[src/rtl/lsu_mem_stage_if.sv]
// Handshake from EX, data-memory bus and writeback/exception outputs of the LSU.
interface lsu_mem_stage_if #(
    parameter int unsigned DATA_WIDTH = 32,
    parameter int unsigned ADDR_WIDTH = 32
);
    // EX-stage request
    logic                    REQ_VALID;
    logic                    REQ_READY;
    logic                    IS_STORE_IN;
    logic [2:0]              FUNCT3_IN;
    logic [ADDR_WIDTH-1:0]   ALU_OUT_IN;
    logic [DATA_WIDTH-1:0]   RS2_IN;
    logic [4:0]              RD_IN;

    // data-memory bus
    logic                    MEM_REQ;
    logic                    MEM_WE;
    logic [ADDR_WIDTH-1:0]   MEM_ADDR;
    logic [DATA_WIDTH-1:0]   MEM_WDATA;
    logic [DATA_WIDTH/8-1:0] MEM_BE;
    logic                    MEM_GNT;
    logic                    MEM_RVALID;
    logic [DATA_WIDTH-1:0]   MEM_RDATA;

    // writeback / exception / status
    logic                    WB_VALID;
    logic [4:0]              WB_RD;
    logic [DATA_WIDTH-1:0]   WB_DATA;
    logic                    EXC_VALID;
    logic                    EXC_CAUSE;
    logic [ADDR_WIDTH-1:0]   EXC_ADDR;
    logic                    BUSY;

    // LSU side
    modport slave (
        input  REQ_VALID, IS_STORE_IN, FUNCT3_IN, ALU_OUT_IN, RS2_IN, RD_IN,
        input  MEM_GNT, MEM_RVALID, MEM_RDATA,
        output REQ_READY,
        output MEM_REQ, MEM_WE, MEM_ADDR, MEM_WDATA, MEM_BE,
        output WB_VALID, WB_RD, WB_DATA,
        output EXC_VALID, EXC_CAUSE, EXC_ADDR, BUSY
    );

    // pipeline / memory side
    modport master (
        output REQ_VALID, IS_STORE_IN, FUNCT3_IN, ALU_OUT_IN, RS2_IN, RD_IN,
        output MEM_GNT, MEM_RVALID, MEM_RDATA,
        input  REQ_READY,
        input  MEM_REQ, MEM_WE, MEM_ADDR, MEM_WDATA, MEM_BE,
        input  WB_VALID, WB_RD, WB_DATA,
        input  EXC_VALID, EXC_CAUSE, EXC_ADDR, BUSY
    );
endinterface

[src/rtl/lsu_mem_stage.sv]
// Load/store memory stage: one op per handshake, req/gnt/rvalid bus,
// byte-lane formatting, load extension and trap on misaligned/unsupported ops.
module lsu_mem_stage #(
    parameter int unsigned DATA_WIDTH = 32,
    parameter int unsigned ADDR_WIDTH = 32
) (
    input  logic           CLK,
    input  logic           RST,
    lsu_mem_stage_if.slave bus
);
    localparam int unsigned BE_WIDTH = DATA_WIDTH / 8;

    typedef enum logic [1:0] {
        S_IDLE = 2'd0,
        S_REQ  = 2'd1,
        S_WAIT = 2'd2
    } state_t;

    state_t                r_state;
    state_t                w_state_nxt;

    // request decode
    logic                  w_ready;
    logic                  w_accept;
    logic                  w_unsup;
    logic                  w_misal;
    logic                  w_exc;
    logic [1:0]            w_off;
    logic [BE_WIDTH-1:0]   w_be;
    logic [DATA_WIDTH-1:0] w_wdata;

    // latched op context
    logic [1:0]            r_off,   w_off_nxt;
    logic [2:0]            r_f3,    w_f3_nxt;
    logic [4:0]            r_rd,    w_rd_nxt;
    logic                  r_store, w_store_nxt;

    // registered outputs
    logic                  r_mem_req,   w_mem_req_nxt;
    logic                  r_mem_we,    w_mem_we_nxt;
    logic [ADDR_WIDTH-1:0] r_mem_addr,  w_mem_addr_nxt;
    logic [DATA_WIDTH-1:0] r_mem_wdata, w_mem_wdata_nxt;
    logic [BE_WIDTH-1:0]   r_mem_be,    w_mem_be_nxt;
    logic                  r_wb_valid,  w_wb_valid_nxt;
    logic [4:0]            r_wb_rd,     w_wb_rd_nxt;
    logic [DATA_WIDTH-1:0] r_wb_data,   w_wb_data_nxt;
    logic                  r_exc_valid, w_exc_valid_nxt;
    logic                  r_exc_cause, w_exc_cause_nxt;
    logic [ADDR_WIDTH-1:0] r_exc_addr,  w_exc_addr_nxt;

    // load extraction
    logic [7:0]            w_ld_byte;
    logic [15:0]           w_ld_half;
    logic [DATA_WIDTH-1:0] w_ld_data;

    assign w_ready  = (r_state == S_IDLE) && !RST;
    assign w_accept = bus.REQ_VALID && w_ready;
    assign w_off    = bus.ALU_OUT_IN[1:0];

    // Classify the presented op and build its byte enables and lane-replicated store data.
    always_comb begin
        w_unsup = 1'b1;
        w_misal = 1'b0;
        w_be    = 4'b1111;
        w_wdata = bus.RS2_IN;
        case (bus.FUNCT3_IN)
            3'b000, 3'b001, 3'b010: w_unsup = 1'b0;
            3'b100, 3'b101:         w_unsup = bus.IS_STORE_IN;
            default:                w_unsup = 1'b1;
        endcase
        case (bus.FUNCT3_IN[1:0])
            2'b00: begin
                w_be    = 4'b0001 << w_off;
                w_wdata = {4{bus.RS2_IN[7:0]}};
            end
            2'b01: begin
                w_misal = w_off[0];
                w_be    = 4'b0011 << w_off;
                w_wdata = {2{bus.RS2_IN[15:0]}};
            end
            2'b10: begin
                w_misal = (w_off != 2'b00);
            end
            default: begin
                w_misal = 1'b0;
            end
        endcase
        // unsupported width wins; the cause bit below reports it
        w_exc = w_unsup || w_misal;
    end

    // Pick the addressed lane of the returned word and extend it.
    always_comb begin
        case (r_off)
            2'b00:   w_ld_byte = bus.MEM_RDATA[7:0];
            2'b01:   w_ld_byte = bus.MEM_RDATA[15:8];
            2'b10:   w_ld_byte = bus.MEM_RDATA[23:16];
            default: w_ld_byte = bus.MEM_RDATA[31:24];
        endcase
        w_ld_half = r_off[1] ? bus.MEM_RDATA[31:16] : bus.MEM_RDATA[15:0];
        case (r_f3)
            3'b000:  w_ld_data = {{24{w_ld_byte[7]}}, w_ld_byte};
            3'b100:  w_ld_data = {24'd0, w_ld_byte};
            3'b001:  w_ld_data = {{16{w_ld_half[15]}}, w_ld_half};
            3'b101:  w_ld_data = {16'd0, w_ld_half};
            default: w_ld_data = bus.MEM_RDATA;
        endcase
    end

    // State register.
    always_ff @(posedge CLK or posedge RST) begin
        if (RST) begin
            r_state <= S_IDLE;
        end else begin
            r_state <= w_state_nxt;
        end
    end

    // Next-state logic; trapped ops never leave IDLE.
    always_comb begin
        w_state_nxt = r_state;
        case (r_state)
            S_IDLE: if (w_accept && !w_exc) w_state_nxt = S_REQ;
            S_REQ:  if (bus.MEM_GNT)        w_state_nxt = r_store ? S_IDLE : S_WAIT;
            S_WAIT: if (bus.MEM_RVALID)     w_state_nxt = S_IDLE;
            default:                        w_state_nxt = S_IDLE;
        endcase
    end

    // Output logic: next values of the bus, writeback and exception registers.
    always_comb begin
        w_off_nxt       = r_off;
        w_f3_nxt        = r_f3;
        w_rd_nxt        = r_rd;
        w_store_nxt     = r_store;
        w_mem_req_nxt   = r_mem_req;
        w_mem_we_nxt    = r_mem_we;
        w_mem_addr_nxt  = r_mem_addr;
        w_mem_wdata_nxt = r_mem_wdata;
        w_mem_be_nxt    = r_mem_be;
        w_wb_valid_nxt  = 1'b0;
        w_wb_rd_nxt     = r_wb_rd;
        w_wb_data_nxt   = r_wb_data;
        w_exc_valid_nxt = 1'b0;
        w_exc_cause_nxt = r_exc_cause;
        w_exc_addr_nxt  = r_exc_addr;
        case (r_state)
            S_IDLE: begin
                if (w_accept) begin
                    w_off_nxt   = w_off;
                    w_f3_nxt    = bus.FUNCT3_IN;
                    w_rd_nxt    = bus.RD_IN;
                    w_store_nxt = bus.IS_STORE_IN;
                    if (w_exc) begin
                        w_exc_valid_nxt = 1'b1;
                        w_exc_cause_nxt = w_unsup;
                        w_exc_addr_nxt  = bus.ALU_OUT_IN;
                    end else begin
                        w_mem_req_nxt   = 1'b1;
                        w_mem_we_nxt    = bus.IS_STORE_IN;
                        w_mem_addr_nxt  = {bus.ALU_OUT_IN[ADDR_WIDTH-1:2], 2'b00};
                        w_mem_wdata_nxt = bus.IS_STORE_IN ? w_wdata : '0;
                        w_mem_be_nxt    = w_be;
                    end
                end
            end
            S_REQ: begin
                if (bus.MEM_GNT) w_mem_req_nxt = 1'b0;
            end
            S_WAIT: begin
                if (bus.MEM_RVALID) begin
                    w_wb_valid_nxt = (r_rd != 5'd0);
                    w_wb_rd_nxt    = r_rd;
                    w_wb_data_nxt  = w_ld_data;
                end
            end
            default: begin
                w_mem_req_nxt = 1'b0;
            end
        endcase
    end

    // Output and context registers; reset abandons any in-flight op.
    always_ff @(posedge CLK or posedge RST) begin
        if (RST) begin
            r_off       <= '0;
            r_f3        <= '0;
            r_rd        <= '0;
            r_store     <= 1'b0;
            r_mem_req   <= 1'b0;
            r_mem_we    <= 1'b0;
            r_mem_addr  <= '0;
            r_mem_wdata <= '0;
            r_mem_be    <= '0;
            r_wb_valid  <= 1'b0;
            r_wb_rd     <= '0;
            r_wb_data   <= '0;
            r_exc_valid <= 1'b0;
            r_exc_cause <= 1'b0;
            r_exc_addr  <= '0;
        end else begin
            r_off       <= w_off_nxt;
            r_f3        <= w_f3_nxt;
            r_rd        <= w_rd_nxt;
            r_store     <= w_store_nxt;
            r_mem_req   <= w_mem_req_nxt;
            r_mem_we    <= w_mem_we_nxt;
            r_mem_addr  <= w_mem_addr_nxt;
            r_mem_wdata <= w_mem_wdata_nxt;
            r_mem_be    <= w_mem_be_nxt;
            r_wb_valid  <= w_wb_valid_nxt;
            r_wb_rd     <= w_wb_rd_nxt;
            r_wb_data   <= w_wb_data_nxt;
            r_exc_valid <= w_exc_valid_nxt;
            r_exc_cause <= w_exc_cause_nxt;
            r_exc_addr  <= w_exc_addr_nxt;
        end
    end

    assign bus.REQ_READY = w_ready;
    assign bus.BUSY      = (r_state != S_IDLE);
    assign bus.MEM_REQ   = r_mem_req;
    assign bus.MEM_WE    = r_mem_we;
    assign bus.MEM_ADDR  = r_mem_addr;
    assign bus.MEM_WDATA = r_mem_wdata;
    assign bus.MEM_BE    = r_mem_be;
    assign bus.WB_VALID  = r_wb_valid;
    assign bus.WB_RD     = r_wb_rd;
    assign bus.WB_DATA   = r_wb_data;
    assign bus.EXC_VALID = r_exc_valid;
    assign bus.EXC_CAUSE = r_exc_cause;
    assign bus.EXC_ADDR  = r_exc_addr;
endmodule

[src/flat_wrapper.sv]
// flat-port wrapper written by rule: the top's interface ports become plain ports
module lsu_mem_stage_flat 
#(
    parameter int unsigned DATA_WIDTH = 32,
    parameter int unsigned ADDR_WIDTH = 32
)
  (CLK, RST, bus_REQ_VALID, bus_IS_STORE_IN, bus_FUNCT3_IN, bus_ALU_OUT_IN, bus_RS2_IN, bus_RD_IN, bus_MEM_GNT, bus_MEM_RVALID, bus_MEM_RDATA, bus_REQ_READY, bus_MEM_REQ, bus_MEM_WE, bus_MEM_ADDR, bus_MEM_WDATA, bus_MEM_BE, bus_WB_VALID, bus_WB_RD, bus_WB_DATA, bus_EXC_VALID, bus_EXC_CAUSE, bus_EXC_ADDR, bus_BUSY);
  lsu_mem_stage_if #(.DATA_WIDTH(DATA_WIDTH), .ADDR_WIDTH(ADDR_WIDTH)) bus_i ();
  input  logic CLK;
  input  logic RST;
  input wire logic [$bits(bus_i.REQ_VALID)-1:0] bus_REQ_VALID;
  input wire logic [$bits(bus_i.IS_STORE_IN)-1:0] bus_IS_STORE_IN;
  input wire logic [$bits(bus_i.FUNCT3_IN)-1:0] bus_FUNCT3_IN;
  input wire logic [$bits(bus_i.ALU_OUT_IN)-1:0] bus_ALU_OUT_IN;
  input wire logic [$bits(bus_i.RS2_IN)-1:0] bus_RS2_IN;
  input wire logic [$bits(bus_i.RD_IN)-1:0] bus_RD_IN;
  input wire logic [$bits(bus_i.MEM_GNT)-1:0] bus_MEM_GNT;
  input wire logic [$bits(bus_i.MEM_RVALID)-1:0] bus_MEM_RVALID;
  input wire logic [$bits(bus_i.MEM_RDATA)-1:0] bus_MEM_RDATA;
  output wire logic [$bits(bus_i.REQ_READY)-1:0] bus_REQ_READY;
  output wire logic [$bits(bus_i.MEM_REQ)-1:0] bus_MEM_REQ;
  output wire logic [$bits(bus_i.MEM_WE)-1:0] bus_MEM_WE;
  output wire logic [$bits(bus_i.MEM_ADDR)-1:0] bus_MEM_ADDR;
  output wire logic [$bits(bus_i.MEM_WDATA)-1:0] bus_MEM_WDATA;
  output wire logic [$bits(bus_i.MEM_BE)-1:0] bus_MEM_BE;
  output wire logic [$bits(bus_i.WB_VALID)-1:0] bus_WB_VALID;
  output wire logic [$bits(bus_i.WB_RD)-1:0] bus_WB_RD;
  output wire logic [$bits(bus_i.WB_DATA)-1:0] bus_WB_DATA;
  output wire logic [$bits(bus_i.EXC_VALID)-1:0] bus_EXC_VALID;
  output wire logic [$bits(bus_i.EXC_CAUSE)-1:0] bus_EXC_CAUSE;
  output wire logic [$bits(bus_i.EXC_ADDR)-1:0] bus_EXC_ADDR;
  output wire logic [$bits(bus_i.BUSY)-1:0] bus_BUSY;
  assign bus_i.REQ_VALID = bus_REQ_VALID;
  assign bus_i.IS_STORE_IN = bus_IS_STORE_IN;
  assign bus_i.FUNCT3_IN = bus_FUNCT3_IN;
  assign bus_i.ALU_OUT_IN = bus_ALU_OUT_IN;
  assign bus_i.RS2_IN = bus_RS2_IN;
  assign bus_i.RD_IN = bus_RD_IN;
  assign bus_i.MEM_GNT = bus_MEM_GNT;
  assign bus_i.MEM_RVALID = bus_MEM_RVALID;
  assign bus_i.MEM_RDATA = bus_MEM_RDATA;
  assign bus_REQ_READY = bus_i.REQ_READY;
  assign bus_MEM_REQ = bus_i.MEM_REQ;
  assign bus_MEM_WE = bus_i.MEM_WE;
  assign bus_MEM_ADDR = bus_i.MEM_ADDR;
  assign bus_MEM_WDATA = bus_i.MEM_WDATA;
  assign bus_MEM_BE = bus_i.MEM_BE;
  assign bus_WB_VALID = bus_i.WB_VALID;
  assign bus_WB_RD = bus_i.WB_RD;
  assign bus_WB_DATA = bus_i.WB_DATA;
  assign bus_EXC_VALID = bus_i.EXC_VALID;
  assign bus_EXC_CAUSE = bus_i.EXC_CAUSE;
  assign bus_EXC_ADDR = bus_i.EXC_ADDR;
  assign bus_BUSY = bus_i.BUSY;
  lsu_mem_stage #(.DATA_WIDTH(DATA_WIDTH), .ADDR_WIDTH(ADDR_WIDTH)) u_core (.CLK(CLK), .RST(RST), .bus(bus_i));
endmodule
[config.mk]
export PLATFORM = sky130hd
export DESIGN_NAME = lsu_mem_stage_flat
export DESIGN_NICKNAME = d
export VERILOG_FILES = /design/src/rtl/lsu_mem_stage_if.sv /design/src/rtl/lsu_mem_stage.sv /design/src/flat_wrapper.sv
export SDC_FILE = /design/constraint.sdc
export NUM_CORES = 1
export LEC_CHECK = 0
export ABC_AREA = 0
export BUFFER_PORTS_ARGS = -buffer_cell sky130_fd_sc_hd__buf_2
export CAP_MARGIN = 15
export CORE_ASPECT_RATIO = 1.5
export CORE_UTILIZATION = 49
export DETAILED_ROUTE_END_ITERATION = 6
export GPL_TIMING_DRIVEN = 0
export PLACE_DENSITY = 0.8
export SLEW_MARGIN = 20
export SYNTH_ARGS = -nofsm -noshare
export SYNTH_HDL_FRONTEND = slang
export SYNTH_SLANG_ARGS = --single-unit
[constraint.sdc]
create_clock -name CLK -period 6.4 [get_ports CLK]
set_input_delay 0.96 -clock CLK [delete_from_list [all_inputs] [get_ports CLK]]
set_output_delay 0.96 -clock CLK [all_outputs]
set_load 0.005 [all_outputs]
* Word-level counts from Yosys, hierarchy flattened
Cells that the tools add are included.
** Word-level totals
- Output and inout port bits :: 144
- Register bits :: 153
- Logic and storage cells :: 82
- Bits of input ports :: 110
** Operators by class
- Eq/ne operators :: 18
- Reduce and logical (&&, ||, !) cells :: 22
- Shift operators :: 2
- Multiplexer cells :: 22
- Bitwise logic cells :: 2
** Operators by type and width (number)
- case mux 32 bit (4 select lines) :: 1
- case mux 32 bit (2 select lines) :: 1
- 2-to-1 mux 32 bit :: 1
- case mux 8 bit (3 select lines) :: 1
- 2-to-1 mux 16 bit :: 1
- == test 3 bit (second input constant) :: 4
- AND reduction 3 bit :: 3
- 2-to-1 mux 1 bit :: 8
- 2-to-1 mux 2 bit :: 4
- != test 2 bit (second input constant) :: 4
- case mux 4 bit (2 select lines) :: 1
- == test 2 x 1 -> 1 bit (second input constant) :: 3
- == test 2 bit (second input constant) :: 3
- == test 3 x 1 -> 1 bit (second input constant) :: 2
- logical NOT 2 bit :: 3
- logical NOT 3 bit :: 2
- case mux 2 bit (3 select lines) :: 1
- nonzero test 5 bit :: 1
- case mux 1 bit (2 select lines) :: 2
- AND reduction 2 bit :: 2
- AND reduction 4 bit :: 1
- nonzero test 2 bit :: 2
- << shifter 1 x 2 -> 4 bit (first input constant) :: 1
- << shifter 2 x 2 -> 4 bit (first input constant) :: 1
- 9 further kinds :: 13

* Logic depth before layout (Yosys ltp)
Gate-level depths: netlist of the first run.
- Depth after elaboration :: 8
- Depth in mapped cells :: 9
- Mapped depth without buffers :: 7

* Worst setup path after synthesis of the first run
No wires, ideal clock.
- Kind :: input -> register
- Start :: in bus_FUNCT3_IN[1]
- End :: reg u_core.r_exc_addr[16] (netlist: u_core.bus.EXC_ADDR[16])
- Buffers on the path :: 2
- Data arrival time :: 2499 ps
- Stages on the path :: 8
- Path slack :: 3776 ps
- Library setup time :: 125 ps
- Cell sequence :: inv_1 > ha_1 > o211a_1 > a31oi_2 > a21o_1 > buf_4 > buf_6 > mux2_2
** On the way
- Word-level cells in the longest chain between the ends :: 5
- Elaborated cells between the ends (all ways) :: 13
** RTL lines
- from (decl) :: RTL line flat_wrapper.sv:13 : input wire logic [$bits(bus_i.FUNCT3_IN)-1:0] bus_FUNCT3_IN;
- == test 3 x 1 -> 1 bit, or another cell as far along :: RTL line lsu_mem_stage.sv:66 : case (bus.FUNCT3_IN)
- OR reduction 3 bit or OR reduction 2 bit (tied branches) :: RTL line lsu_mem_stage.sv:66
- case mux 1 bit (2 select lines) :: RTL line lsu_mem_stage.sv:66
- logical OR 1 bit (*) :: RTL line lsu_mem_stage.sv:89 : w_exc = w_unsup || w_misal;
- AND reduction 3 bit (no line) (*)
- to (signal assigned) :: RTL line lsu_mem_stage.sv:216 : r_exc_addr <= w_exc_addr_nxt;
- to (decl) :: RTL line lsu_mem_stage.sv:49 : logic [ADDR_WIDTH-1:0] r_exc_addr, w_exc_addr_nxt;
Mark *: on every way between the ends. The rest lies on a longest branch, timed or not.
A chain may end at the register's enable or synchronous reset.

* Worst setup path in the final report of the first run
- Start :: in bus_FUNCT3_IN[0]
- End :: reg u_core.r_mem_wdata[12] (netlist: u_core.bus.MEM_WDATA[12])
** On the way
- Word-level cells in the longest chain between the ends :: 6
- Elaborated cells between the ends (all ways) :: 17
** RTL lines
- == test 3 x 1 -> 1 bit, or another cell as far along :: RTL line lsu_mem_stage.sv:66
- OR reduction 3 bit or OR reduction 2 bit (tied branches) :: RTL line lsu_mem_stage.sv:66
- case mux 1 bit (2 select lines) :: RTL line lsu_mem_stage.sv:66
- logical OR 1 bit :: RTL line lsu_mem_stage.sv:89
- NOT 1 bit (no line)
- AND reduction 3 bit (no line)
- to (signal assigned) :: RTL line lsu_mem_stage.sv:209 : r_mem_wdata <= w_mem_wdata_nxt;
- to (decl) :: RTL line lsu_mem_stage.sv:42 : logic [DATA_WIDTH-1:0] r_mem_wdata, w_mem_wdata_nxt;
Parallel ways exist; a longest one is shown, timed or not.

==> flow_summary.toml, run 1 <==
[outcome]
outcome = "completed"

[yosys]
synth-edff-count = 0
synth_area_leaders = "dfrtp_1 58%, mux2_2 11%, nand2_1 4.1%, o2bb2ai_1 3.2%, a21oi_1 2.9%"
yosysTopAreaCell = "dfrtp_1"
ys.flop_type = "dfrtp_1"
yosysWarnings = 0
yosys.area.top_type_share_pct = 57.7
synth.most_common_cell = "dfrtp_1"
avgSynthCellArea_um2 = 11.6
syn_inst = 570
ys_types = 43
yosysSeqAreaShare_pct = 57.7
async_flop_share_pct = 100
ys_top_cells_by_count = "153 x dfrtp_1, 73 x nand2_1, 67 x mux2_2, 38 x a21oi_1, 32 x nand3_1"
syn_area_um2 = 6630
ys_ff_latch = 153

[timing]
fin_skew_ps = 9.08
rsz0062_at_grt = "false"
fmax_ghz = 0.380
final.setup.tns_ps = 0
timing.final.crit_share_pct = 41.1
holdWs_ps = 468
max_slew_margin_pct = 55.5
worstMarginPinSlew_ps = 664
hold_viol = 0
finalSetupViolations = 0
maxSlewViolCount = 0
period_needed_ps = 2630

[worst_setup_path]
worst-path-buf-inv = 5
slowest_stage = "clkbuf_1"
cp_top_family = "buffers and inverters"
cpMostUsedCell = "buf_2"
arrival_ps = 2970
required_ps = 6740
path_cells = "buf_2 > inv_1 > ha_1 > buf_4 > nor2_4 > a22oi_2 > nand3_2 > buf_2 > clkbuf_1 > o2bb2ai_1"
crit_type = "input pin to register"
path_max_fanout = 10
end_kind = "register"
start_kind = "input pin"
cp_slowest_stage_delay_ps = 420

[pwr]
ir_drop_mv = 0.272
leakage_nw = 4.50
power.density_nw_per_um2 = 384

[clock_tree]
clkSinkCount = 153
path_clk_slew_ps = 70
clockBufferDepth = 2
cts_resized = 0
ctsRootBufferMaster = "clkbuf_16"
htree_levels = 4
holdBufCountCts = 0
cts-buffers-inserted = 17
cts_tree = "built"
postCtsSetupRepairBufs = 0
clock_latency_ps = 420

[placement]
io_buffers = 251
dp.cells = 982
gp_congestion = 0.926
dp_hpwl_um = 13800

[drt]
ant_nets = 0
route.vias.total = 5434
drt_first_pass_iters = 6
wl_um = 18200
drt_iter0_markers = 159
vias_per_cell = 5.36
detail_route.wl_per_cell_um = 17.9
drc = 0

[final_layout]
layout-drive-gt1-share_pct = 44.4
area_delta_synth_final_pct = 31.5
antenna_cells = 0
instances_no_fill = 1014
final_nets = 955

[die]
num_rows = 51
fp.coreArea_um2 = 13100
die_area_um2 = 14000
fp.dieH_um = 145
die_x_um = 97.0
initial_utilization_pct = 50.7
io_pins = 254

[grt]
grt_pass1_vias = 5600
grt_overflow = 0
grt_usage_pct = 26.2
grt_antenna_before_repair = 0
grt_pass1_wl_um = 28600
grt_start_max_net_pins = 84

[hold_path]
hp-class = "register to register"

[flow_run]
drv_cap = 0
-- final cells by class --
class                           instances  area (µm²)
Buffer                                 39         191
Clock buffer                           17         425
Clock inverter                         15         169
Fill cell                            1036        4360
Inverter                               16        67.6
Multi-Input combinational cell        363        2560
Sequential cell                       153        3830
Tap cell                              159         199
Timing Repair Buffer                  252        1280
-- worst register-to-register path, delay by kind of cell, from the launching register on --
family | cells | cell delay, ps
AO/OA/AOI/OAI | 1 | 200
flip-flops | 1 | 440
buffers and inverters | 3 | 660
AND/OR/NAND/NOR | 3 | 650
-- cells in the final DEF (no fill, tap or decap), drive strengths merged, types with 2 or more instances in the layout --
cell type / instances
buf: 272
dfrtp: 153
nand2: 73
mux2: 67
a21oi: 38
clkbuf: 36
nand3: 33
inv: 25
o2bb2ai: 24
o21ai: 21
a22o: 16
mux2i: 15
nand2b: 11
nor2: 10
a22oi: 9
nor2b: 8
o22ai: 6
a221o: 6
clkinv: 4
or2: 3
ha: 3
nor3: 3
and2: 2
a21o: 2
nand3b: 2
conb: 2
clkinvlp: 2
-- path summary, 6_finish.rpt --
kind | startpoint | endpoint | slack [ps] | depth (start not counted)
max | bus_FUNCT3_IN[0] | u_core.bus.MEM_WDATA[12]$_DFFE_PP0P_ | 3770 | 10
min | u_core.bus.WB_RD[3]$_DFFE_PP0P_ | u_core.bus.WB_RD[3]$_DFFE_PP0P_ | 470 | 2
max reg2reg | u_core.r_state[0]$_DFFE_PP0P_ | u_core.bus.MEM_WDATA[12]$_DFFE_PP0P_ | 4320 | 7
min reg2reg | u_core.bus.WB_RD[3]$_DFFE_PP0P_ | u_core.bus.WB_RD[3]$_DFFE_PP0P_ | 470 | 2
max in group asynchronous | RST | u_core.bus.MEM_WDATA[14]$_DFFE_PP0P_ | 5020 | 3
min in group asynchronous | RST | u_core.bus.WB_DATA[12]$_DFFE_PP0P_ | 620 | 2
-- logic make-up after synthesis --
logic type,share of synthesized area [%]
DFF,57.7
and+or+nand+nor,10.4
AOI/OAI and AO/OA,13.8
muxes,13.6
buffers and inverters,3.79
adders and majority gates,0.566
other,0.0565
-- registers in the layout, summed over array words and instances, names as in the netlist, 2 cells and up --
register / count
u_core.bus.EXC_ADDR: 32
u_core.bus.MEM_ADDR: 30
u_core.bus.MEM_BE: 4
u_core.bus.MEM_WDATA: 32
u_core.bus.WB_DATA: 32
u_core.bus.WB_RD: 5
u_core.r_f3: 3
u_core.r_off: 2
u_core.r_rd: 5
u_core.r_state: 2
-- per-stage QoR --
step	utilization, %	power, mW	cell area, µm²	setup slack, ps
6_report	66.7	3.35	8720	3770
2_1_floorplan	-	1.90	6640	1320
5_1_grt	66.7	3.52	8720	3620
3_5_place_dp	62.1	2.37	8130	3330
3_3_place_gp	61.9	2.33	8090	-398
4_1_cts	66.7	3.37	8720	3750
-- power breakdown --
| part | internal [mW] | leakage (nW) | total (mW) | switching (mW) |
|---|---|---|---|---|
| combinational | 0.479 | 2.32 | 0.911 | 0.432 |
| clock | 0.527 | 0.286 | 0.996 | 0.468 |
| sequential | 1.28 | 1.90 | 1.44 | 0.163 |
-- per-layer routing --
layer	up-vias	global-route usage, %	wire length (µm)
met2	225	47.6	9420
met3	37	6.57	1140
met1	2608	29.5	7050
li1	2564	-	-
met4	0	10.4	544
met5	-	0	0
No activity file was read; power rests on OpenSTA's default activity.
==> run 2: changes to the inputs <==
==> constraint.sdc (replaced) <==
create_clock -name CLK -period 2.57 [get_ports CLK]
set_input_delay 0.3855 -clock CLK [delete_from_list [all_inputs] [get_ports CLK]]
set_output_delay 0.3855 -clock CLK [all_outputs]
set_load 0.005 [all_outputs]
==> flow_summary.toml, run 2 (same netlist as run 1, synthesis figures left out) <==
[pwr]
power.density_nw_per_um2 = 951
p_clk_share_pct = 29.7
finalPower_mw = 8.34
ir_drop_mv = 0.554
power_switching_mw = 2.65
swShare_pct = 31.7
p_seq_share_pct = 43.0
leakage_nw = 4.53
p_int_mw = 5.69
pwr-share-comb_pct = 27.4

[worst_setup_path]
required_ps = 2860
r2r-end = "u_core.bus.MEM_WDATA[12]$_DFFE_PP0P_"
crit_type = "register to register"
cp_slowest_stage_delay_ps = 430
slowest_stage = "dfrtp_1"
cp-endpoint = "u_core.bus.MEM_WDATA[12]$_DFFE_PP0P_"
path_max_fanout = 10
start_kind = "register"
r2r-start = "u_core.r_state[0]$_DFFE_PP0P_"
path_cells = "nor3_2 > and2_1 > clkbuf_2 > nand3_2 > buf_2 > clkbuf_1 > o2bb2ai_1"
end_kind = "register"
arrival_ps = 2340
critPathLaunch = "u_core.r_state[0]$_DFFE_PP0P_"
ff2ff_setup_slack_ps = 520
ff2ff_path_depth = 7

[timing]
max_slew_margin_pct = 55.6
fin_skew_ps = 9.91
maxSlewViolCount = 0
hold_viol = 0
final.setup.tns_ps = 0
setup_ws_ps = 519
period_needed_ps = 2050
fmax_ghz = 0.488
rsz0062_at_grt = "false"
worstMarginPinSlew_ps = 664
finalSetupViolations = 0
holdWs_ps = 76.3
timing.final.crit_share_pct = 79.8

[hold_path]
hp-class = "input pin to asynchronous set/reset pin"

[drt]
drt_iter0_markers = 207
drc = 0
detail_route.wl_per_cell_um = 17.7
route.vias.total = 5548
ant_nets = 0
drt_first_pass_iters = 4
vias_per_cell = 5.46
wl_um = 18000

[placement]
dp.cells = 985
dp_hpwl_um = 13900
gp_congestion = 0.935
io_buffers = 251
dp_slack_ps = 131
placedInstanceArea_um2 = 8180

[final_layout]
layout-drive-gt1-share_pct = 44.6
final_common_cell = "buf_2"
instances_no_fill = 1017
layout_common_cells = "262 x buf_2, 153 x dfrtp_1, 73 x nand2_1"
final_nets = 958
area_delta_synth_final_pct = 32.3
antenna_cells = 0
design_area_um2 = 8770
fin_util_pct = 67.1

[die]
fp.coreArea_um2 = 13100
io_pins = 254
fp.dieH_um = 145
die_x_um = 97.0
initial_utilization_pct = 50.7
die_area_um2 = 14000
num_rows = 51

[clock_tree]
clkSinkCount = 153
cts-buffers-inserted = 17
ctsRootBufferMaster = "clkbuf_16"
cts_tree = "built"
clockBufferDepth = 2
holdBufCountCts = 0
path_clk_slew_ps = 70
htree_levels = 4
cts_resized = 0
postCtsSetupRepairBufs = 0
clock_latency_ps = 420

[flow_run]
drv_cap = 0

[outcome]
outcome = "completed"

[grt]
grt_pass1_vias = 5727
grt_overflow = 0
grt_antenna_before_repair = 0
grt_pass1_wl_um = 28800
grt_start_max_net_pins = 35
grt_usage_pct = 26.1
==> run 2: worst max-delay path: cells and delay by family, from the launching register on <==
| family | cells | cell delay, ps |
|---|---|---|
| buffers and inverters | 3 | 660 |
| AO/OA/AOI/OAI | 1 | 190 |
| AND/OR/NAND/NOR | 3 | 640 |
| flip-flops | 1 | 430 |
==> run 2: metal layers <==
metal / global-route usage [%] / up-vias / share of wire, %
met5: 0 / - / 0
met4: 11.1 / 0 / 2.5
met3: 7.01 / 27 / 6.6
met2: 47.5 / 228 / 52
met1: 28.8 / 2717 / 38
li1: - / 2576 / -
==> run 2: layout make-up <==
class	count	area, µm²
fill	1033	4310
sequential	153	3830
multi-input combinational	363	2560
timing repair buffer	255	1340
clock buffer	17	425
tap	159	199
buffer	39	191
clock inverter	15	173
inverter	16	63.8
==> run 2: worst min-delay path by stage <==
stage	from	end	slack (ps)	cells past startpoint
3_3_place_gp	u_core.bus.MEM_WE$_DFFE_PP0P_	u_core.bus.MEM_WE$_DFFE_PP0P_	460	1
6_report	RST	u_core.bus.WB_DATA[5]$_DFFE_PP0P_	80	2
2_1_floorplan	u_core.r_store$_DFFE_PP0P_	u_core.r_store$_DFFE_PP0P_	440	2
4_1_cts	RST	u_core.bus.WB_DATA[11]$_DFFE_PP0P_	80	2
3_5_place_dp	u_core.bus.MEM_REQ$_DFFE_PP0P_	u_core.bus.MEM_REQ$_DFFE_PP0P_	460	2
5_1_grt	RST	u_core.bus.WB_DATA[5]$_DFFE_PP0P_	110	2
==> run 2: power by group through the flow <==
stage | clock (mW) | combinational [mW] | sequential, mW
floorplan | 0 | 1.06 | 3.67
detailed placement | 0 | 2.30 | 3.61
CTS | 2.53 | 2.31 | 3.58
global route | 2.63 | 2.52 | 3.67
global placement | 0 | 2.23 | 3.58
finish | 2.47 | 2.28 | 3.58
